`src/rtl/hs_unit_pkg.sv`:
```
// hs_unit shared package: pipeline register limits and stage mode encodings.
// Imported by hs_unit_pipe_stage and hs_unit_pipe_reg.
package hs_unit_pkg;

    localparam int unsigned HS_PIPE_MAX_STAGES = 16;

    localparam logic HS_PIPE_FWD  = 1'b0;
    localparam logic HS_PIPE_SKID = 1'b1;

endpackage

```
`src/rtl/hs_unit_pipe_stage.sv`:
```
// hs_unit_pipe_stage: one valid/ready register stage, forward or skid mode.
// Ports: clk, aresetn (async, active-low), flush (sync discard of valids),
//   in_valid/in_ready/in_data (upstream), out_valid/out_ready/out_data
//   (downstream), busy (stage holds at least one beat).
module hs_unit_pipe_stage
    import hs_unit_pkg::*;
#(
    parameter type      DATA_TYPE   = logic,
    parameter DATA_TYPE RESET_VALUE = '0,
    parameter logic     SKID        = HS_PIPE_FWD
) (
    input  logic     clk,
    input  logic     aresetn,
    input  logic     flush,
    input  logic     in_valid,
    output logic     in_ready,
    input  DATA_TYPE in_data,
    output logic     out_valid,
    input  logic     out_ready,
    output DATA_TYPE out_data,
    output logic     busy
);

    if (SKID == HS_PIPE_SKID) begin : g_skid
        logic     v_q, v_d;
        logic     sv_q, sv_d;
        DATA_TYPE d_q, d_d;
        DATA_TYPE sd_q, sd_d;
        logic     in_fire;

        // in_ready depends only on sv_q, so no ready path crosses this stage.
        always_comb begin
            in_fire = in_valid && !sv_q;
            v_d     = v_q;
            sv_d    = sv_q;
            d_d     = d_q;
            sd_d    = sd_q;
            if (flush) begin
                v_d  = 1'b0;
                sv_d = 1'b0;
            end else if (out_ready) begin
                if (sv_q) begin
                    d_d  = sd_q;
                    v_d  = 1'b1;
                    sv_d = 1'b0;
                end else if (in_fire) begin
                    d_d = in_data;
                    v_d = 1'b1;
                end else begin
                    v_d = 1'b0;
                end
            end else if (in_fire) begin
                // Main entry stalled: park the new beat in the skid entry.
                if (v_q) begin
                    sd_d = in_data;
                    sv_d = 1'b1;
                end else begin
                    d_d = in_data;
                    v_d = 1'b1;
                end
            end
        end

        always_ff @(posedge clk or negedge aresetn) begin
            if (!aresetn) begin
                v_q  <= 1'b0;
                sv_q <= 1'b0;
                d_q  <= RESET_VALUE;
                sd_q <= RESET_VALUE;
            end else begin
                v_q  <= v_d;
                sv_q <= sv_d;
                d_q  <= d_d;
                sd_q <= sd_d;
            end
        end

        assign in_ready  = !sv_q;
        assign out_valid = v_q;
        assign out_data  = d_q;
        assign busy      = v_q || sv_q;
    end else begin : g_fwd
        logic     v_q, v_d;
        DATA_TYPE d_q, d_d;
        logic     rdy;

        // Ready passes straight through so bubbles collapse.
        assign rdy = !v_q || out_ready;

        always_comb begin
            v_d = v_q;
            d_d = d_q;
            if (flush) begin
                v_d = 1'b0;
            end else if (in_valid && rdy) begin
                d_d = in_data;
                v_d = 1'b1;
            end else if (out_ready) begin
                v_d = 1'b0;
            end
        end

        always_ff @(posedge clk or negedge aresetn) begin
            if (!aresetn) begin
                v_q <= 1'b0;
                d_q <= RESET_VALUE;
            end else begin
                v_q <= v_d;
                d_q <= d_d;
            end
        end

        assign in_ready  = rdy;
        assign out_valid = v_q;
        assign out_data  = d_q;
        assign busy      = v_q;
    end

endmodule

```
`src/rtl/hs_unit_pipe_reg.sv`:
```
// hs_unit_pipe_reg: elastic pipeline of STAGES valid/ready register stages.
// Ports: clk, aresetn (async, active-low), flush (sync discard),
//   s_valid/s_ready/s_data (upstream), m_valid/m_ready/m_data (downstream),
//   busy (any beat in flight). flush gates s_ready and m_valid low.
module hs_unit_pipe_reg
    import hs_unit_pkg::*;
#(
    parameter type         DATA_TYPE   = logic,
    parameter DATA_TYPE    RESET_VALUE = '0,
    parameter int unsigned STAGES      = 2,
    parameter logic        SKID        = HS_PIPE_FWD
) (
    input  logic     clk,
    input  logic     aresetn,
    input  logic     flush,
    input  logic     s_valid,
    output logic     s_ready,
    input  DATA_TYPE s_data,
    output logic     m_valid,
    input  logic     m_ready,
    output DATA_TYPE m_data,
    output logic     busy
);

    if (STAGES < 1 || STAGES > HS_PIPE_MAX_STAGES) begin : g_bad_stages
        $error("hs_unit_pipe_reg: STAGES must be 1..16");
    end

    logic [STAGES-1:0] stg_busy;

    for (genvar i = 0; i < STAGES; i++) begin : g_stage
        logic     in_v, in_r, out_v, out_r;
        DATA_TYPE in_d, out_d;

        if (i == 0) begin : g_head
            assign in_v = s_valid;
            assign in_d = s_data;
        end else begin : g_link
            assign in_v = g_stage[i-1].out_v;
            assign in_d = g_stage[i-1].out_d;
        end

        if (i == STAGES - 1) begin : g_tail
            assign out_r = m_ready;
        end else begin : g_next
            assign out_r = g_stage[i+1].in_r;
        end

        hs_unit_pipe_stage #(
            .DATA_TYPE   (DATA_TYPE),
            .RESET_VALUE (RESET_VALUE),
            .SKID        (SKID)
        ) u_stage (
            .clk       (clk),
            .aresetn   (aresetn),
            .flush     (flush),
            .in_valid  (in_v),
            .in_ready  (in_r),
            .in_data   (in_d),
            .out_valid (out_v),
            .out_ready (out_r),
            .out_data  (out_d),
            .busy      (stg_busy[i])
        );
    end

    assign s_ready = g_stage[0].in_r && !flush;
    assign m_valid = g_stage[STAGES-1].out_v && !flush;
    assign m_data  = g_stage[STAGES-1].out_d;
    assign busy    = |stg_busy;

endmodule

```
`config.mk`:
```
export PLATFORM = sky130hd
export DESIGN_NAME = hs_unit_pipe_reg
export DESIGN_NICKNAME = d
export VERILOG_FILES = /design/src/rtl/hs_unit_pkg.sv /design/src/rtl/hs_unit_pipe_stage.sv /design/src/rtl/hs_unit_pipe_reg.sv
export SDC_FILE = /design/constraint.sdc
export NUM_CORES = 1
export LEC_CHECK = 0
export ABC_AREA = 1
export CORE_AREA = 2 2 39 41
export DETAILED_ROUTE_END_ITERATION = 7
export DIE_AREA = 0 0 41 43
export DONT_BUFFER_PORTS = 1
export PLACE_DENSITY = 0.37
export SYNTH_ARGS = -nofsm -noshare
export SYNTH_HDL_FRONTEND = slang
export SYNTH_HIERARCHICAL = 1
export SYNTH_SLANG_ARGS = --single-unit
```
`constraint.sdc`:
```
create_clock -name clk -period 1 [get_ports clk]
set_input_delay 0.05 -clock clk [delete_from_list [all_inputs] [get_ports clk]]
set_output_delay 0.05 -clock clk [all_outputs]
set_load 0.005 [all_outputs]
```
==> qor.yml, run 1 <==
run_status:
  status: "finished clean"
clock_network:
  clock_sinks: 4
  cts_root_buffer: "clkbuf_4"
  clockBufferDepth: 2
  cts_buffers: 3
  clkSlewWorstSetupHoldPaths_ps: 40
  cts_tree: "built"
  clock_latency_ps: 230
  htree_levels: 1
grt:
  grt_pass1_vias: 170
  overflow: 0
  antenna_found_initial: 0
  grt_max_degree: 5
  grt_pass1_wl_microns: 690
  grt_use_total_pct: 6.45
detailed_routing:
  viasPerCell: 3.46
  vias: 194
  wl_met1_microns: 207
  wl_per_cell_microns: 7.88
  wl_met3_microns: 37
  first_pass_iters: 1
  first_iter_violations: 0
  postRouteAntennaNets: 0
  drc: 0
  wl_met2_microns: 196
  dr.max_layer_used: "met3"
  routed_wl_microns: 441
logic_synthesis:
  netlist_instances: 31
  synthDistinctLibCells: 10
  ys_ff_latch: 4
  syn_area_sq_um: 234
  syn-mean-instance-area_sq_um: 7.55
  seq_area_frac_synth_pct: 42.8
  yosysWarnings: 6
  synth_nets: 37
flow_run:
  drv_cap: 0
timing:
  timing.hold.ws_ps: 93.5
  finalCritPeriodShare_pct: 95.3
  hold_viol: 0
  fin_ws_ps: 46.7
  finClkSkew_ps: 1.74
  setup-violations-final: 0
  grt_setup_unrepaired: "yes"
  fin_crit_ps: 953
  fmax_mhz: 1050
  finalSetupTns_ps: 0
  slew_viol_final: 0
  worst_pin_slew_ps: 283
  max-slew-margin-rel_pct: 81.1
die:
  initial_core_util_pct: 16.9
  row_count: 14
  die-area_sq_um: 1760
  pin_count: 10
  die_y_microns: 43
  core_sq_um: 1380
  die_x_microns: 41
worst_setup_path:
  end_kind: "primary output"
  crit_fanout: 2
  crit_arrival_ps: 900
  start_kind: "flip-flop"
  timing_worst_setup_path_type: "reg -> out"
  r2r_start: "g_stage[1].u_stage/busy"
  worst-r2r-cell-count: 7
  cp.required_ps: 950
  reg2reg_to: "g_stage[0].u_stage/out_data"
  startpoint: "g_stage[1].u_stage/busy"
  r2r_slack_ps: 80
finish:
  synthToLayoutAreaGrowth_pct: 42.8
  final_util_pct: 24.1
  seq_area_sq_um: 100
  layout.nets: 48
  multi_input_area_sq_um: 91.3
  final_common_cell: "nand2_1"
  drive_above_1_share_pct: 40.0
  diodes: 0
  nFillCells: 156
  postLayoutCellArea_sq_um: 334
  stdcell_count: 56
power:
  comb_power_share_pct: 14.6
  power_leakage_nw: 0.174
  peakVddDrop_uv: 365
  finalPower_mw: 0.460
  p_seq_share_pct: 42.3
  p_per_area_nw_per_um2: 1380
  p_clk_share_pct: 43.1
  sw_frac_of_total_pct: 24.2
  p_int_mw: 0.349
  power.switching_mw: 0.111
place:
  dp.cells: 45
  dp_slack_ps: 116
  gp_congestion: 0.665
  portBuffers: 0
  post_dp_cell_area_sq_um: 239
hold_path:
  hold_path_class: "in -> async"
timing repair:
action | CTS | global route
endpoints found under the setup margin | 1 | 1
hold buffers | 4 | 0
pin swaps | 2 | 2
resized for setup | 1 | 2
hold endpoints to repair | 8 | 0
setup buffers | 3 | 1
kinds of logic (layout without fill, tap and decap cells):
family	Yosys count	count (layout)	share of synthesized area [%]
and+or+nand+nor	15	15	33.7
buffers and inverters	10	19	19.2
DFF	4	4	42.8
AOI/OAI and AO/OA	2	2	4.28
metal layers:
layer / GRT usage [%] / vias to the layer above
met1: 7.79 / 78
met5: 0 / -
met4: 6.00 / 0
met3: 3.66 / 0
met2: 7.50 / 8
li1: - / 108
state kept, by name, summed over array words and instances, names as in the netlist:
name and cells:
g_stage.u_stage/busy 2, g_stage.u_stage/out_data 2
synthesized netlist by cell type (all sizes together):
cell type | n | share of area [%]
dfrtp | 4 | 43
inv | 8 | 13
nand3 | 2 | 4.3
nand2 | 9 | 17
buf | 2 | 6.4
nor2 | 4 | 13
a21oi | 2 | 4.3
worst max-delay path by stage:
stage | endpoint | slack [ps]
6_report | s_ready | 50
3_3_place_gp | g_stage[0].u_stage/out_data | 130
5_1_grt | s_ready | -20
4_1_cts | s_ready | 1
2_1_floorplan | g_stage[0].u_stage/out_data | 170
3_5_place_dp | g_stage[0].u_stage/out_data | 120
critical path, stage by stage (launching register included):
cell	delay, ps
dfrtp_1	380
nand2_2	80
inv_2	30
nand2_2	60
inv_2	30
nor2_2	80
power groups by stage:
stage               Clock (mW)  Sequential [mW]  Combinational [mW]
floorplan                    0            0.193              0.0411
global placement             0            0.197              0.0387
detailed placement           0            0.197              0.0392
CTS                      0.214            0.195              0.0652
global route             0.220            0.197              0.0762
finish                   0.198            0.194              0.0674
layout make-up:
cell class / count / area share, %
Multi-Input combinational cell: 17 / 27.3
Timing Repair Buffer: 8 / 21.0
Clock buffer: 3 / 6.74
Sequential cell: 4 / 30.0
Tap cell: 16 / 5.99
Inverter: 8 / 8.99
No activity file was read; power rests on OpenSTA's default activity.
==> inputs of run 2 (changes only) <==
Settings changed: PLACE_DENSITY 0.37 to default.
==> run 2 against run 1 <==
Sequential power hardly changed. Routed wire length is 10% higher. Final cell count is 1.8% lower. Setup slack worse by 10 ps. Global-route usage is 0.79 points higher. Clock-buffer cell count stayed put.
==> qor.yml, run 2 (synthesis results as in run 1) <==
run_status:
  status: "finished clean"  # unchanged
worst_setup_path:
  r2r_start: "g_stage[1].u_stage/busy"  # unchanged
  critical_path.cell_chain: "nand2_2 -> inv_2 -> nand2_2 -> inv_2 -> nor2_2"  # unchanged
  end_kind: "primary output"  # unchanged
  crit_arrival_ps: 910  # was 900 ps
  timing_worst_setup_path_type: "reg -> out"  # unchanged
  startpoint: "g_stage[1].u_stage/busy"  # unchanged
  critical-path-top-delay-family: "flip-flops"  # unchanged
  crit_fanout: 2  # unchanged
  slowest_stage: "dfrtp_1"  # unchanged
  start_kind: "flip-flop"  # unchanged
  crit_buf_inv: 2  # unchanged
  cp.required_ps: 950  # about the same
  critPathMaxStageDelay_ps: 380  # about the same
place:
  portBuffers: 0  # unchanged
  gp_congestion: 0.568  # was 0.665
  dp.cells: 45  # unchanged
  dpl.hpwl_microns: 324
flow_run:
  drv_cap: 0  # unchanged
clock_network:
  clock_sinks: 4  # unchanged
  clockBufferDepth: 2  # unchanged
  clock_latency_ps: 240  # was 230 ps
  cts_buffers: 3  # unchanged
  htree_levels: 1  # unchanged
  cts_tree: "built"  # unchanged
  clkSlewWorstSetupHoldPaths_ps: 40  # about the same
  cts_root_buffer: "clkbuf_4"  # unchanged
finish:
  layout.nets: 47  # was 48
  nFillCells: 160  # was 156
  layout_common_cells: "nand2_1 (7), inv_2 (4), inv_1 (4), dfrtp_1 (4), dlygate4sd3_1 (4)"
  synthToLayoutAreaGrowth_pct: 39.6  # was 42.8%
  stdcell_count: 55  # was 56
  final_common_cell: "nand2_1"  # unchanged
  drive_above_1_share_pct: 38.5  # was 40.0%
  diodes: 0  # unchanged
detailed_routing:
  drc: 0  # unchanged
  first_iter_violations: 1  # was 0
  first_pass_iters: 2  # was 1
  vias: 202  # was 194
  viasPerCell: 3.67  # was 3.46
  routed_wl_microns: 485  # was 441 microns
  wl_per_cell_microns: 8.82  # was 7.88 microns
  postRouteAntennaNets: 0  # unchanged
die:
  core_sq_um: 1380  # unchanged
  die-area_sq_um: 1760  # unchanged
  die_y_microns: 43  # unchanged
  row_count: 14  # unchanged
  pin_count: 10  # unchanged
  die_x_microns: 41  # unchanged
  initial_core_util_pct: 16.9  # unchanged
hold_path:
  hold_path_class: "in -> async"  # unchanged
power:
  p_per_area_nw_per_um2: 1420  # was 1380 nW/um^2
  power_leakage_nw: 0.169  # was 0.174 nW
  finalPower_mw: 0.464  # was 0.460 mW
  peakVddDrop_uv: 316  # was 365 uV
timing:
  finalCritPeriodShare_pct: 96.4  # was 95.3%
  fmax_mhz: 1040  # was 1050 MHz
  hold_viol: 0  # unchanged
  slew_viol_final: 0  # unchanged
  max-slew-margin-rel_pct: 80.8  # was 81.1%
  finalSetupTns_ps: 0  # unchanged
  grt_setup_unrepaired: "yes"  # unchanged
  setup-violations-final: 0  # unchanged
  fin_crit_ps: 964  # was 953 ps
  worst_pin_slew_ps: 287  # was 283 ps
  finClkSkew_ps: 4.75  # was 1.74 ps
grt:
  grt_pass1_vias: 182  # was 170
  overflow: 0  # unchanged
  grt_pass1_wl_microns: 793  # was 690 microns
  grt_max_degree: 5  # unchanged
  antenna_found_initial: 0  # unchanged
  grt_use_total_pct: 7.24  # was 6.45%
[run 2: final cells by class]
class	instances	area [sq um]	share of cell area (%)
flip-flops and latches	4	100	30.7
multi-input cells	17	91.3	28.0
repair buffers	7	62.6	19.2
inverters	8	30.0	9.20
clock buffers	3	22.5	6.90
well taps	16	20.0	6.13
[run 2: through the flow]
step	setup WS (ps)	utilization (%)	instance area (sq um)	hold slack [ps]
detailed placement	111	17.3	239	-245
global placement	125	17.3	239	-245
floorplan	173	-	234	-246
finish	36.2	23.6	327	97.9
global route	-9.16	23.6	327	119
CTS	1.85	23.4	324	101
[run 2: repair_timing]
action / CTS / global route
setup endpoints to repair: 1 / 1
hold endpoints to repair: 8 / 0
gates resized for setup: 1 / 2
pin swaps: 2 / 2
buffers inserted: 3 / 0
hold buffers: 4 / 0
[run 2: routing by layer]
layer	global-route usage (%)	wire length, microns
met2	7.81	189
met5	0	0
met3	3.14	42
met4	6.00	0
met1	10.3	252
[run 2: path summary, 6_finish.rpt]
| kind | endpoint | slack [ps] | depth (start not counted) |
|---|---|---|---|
| max | s_ready | 40 | 5 |
| min | g_stage[1].u_stage/out_data | 100 | 1 |
| max reg2reg | g_stage[0].u_stage/out_data | 80 | 7 |
| min reg2reg | g_stage[0].u_stage/out_data | 480 | 2 |
| max in group asynchronous | g_stage[0].u_stage/busy | 720 | 1 |
| min in group clk | g_stage[1].u_stage/busy | 110 | 4 |
[run 2: power by group]
part	internal [mW]	leakage, nW	switching (mW)
registers	0.181	0.0515	0.0137
clock network	0.135	0.0138	0.0697
logic	0.0318	0.104	0.0334
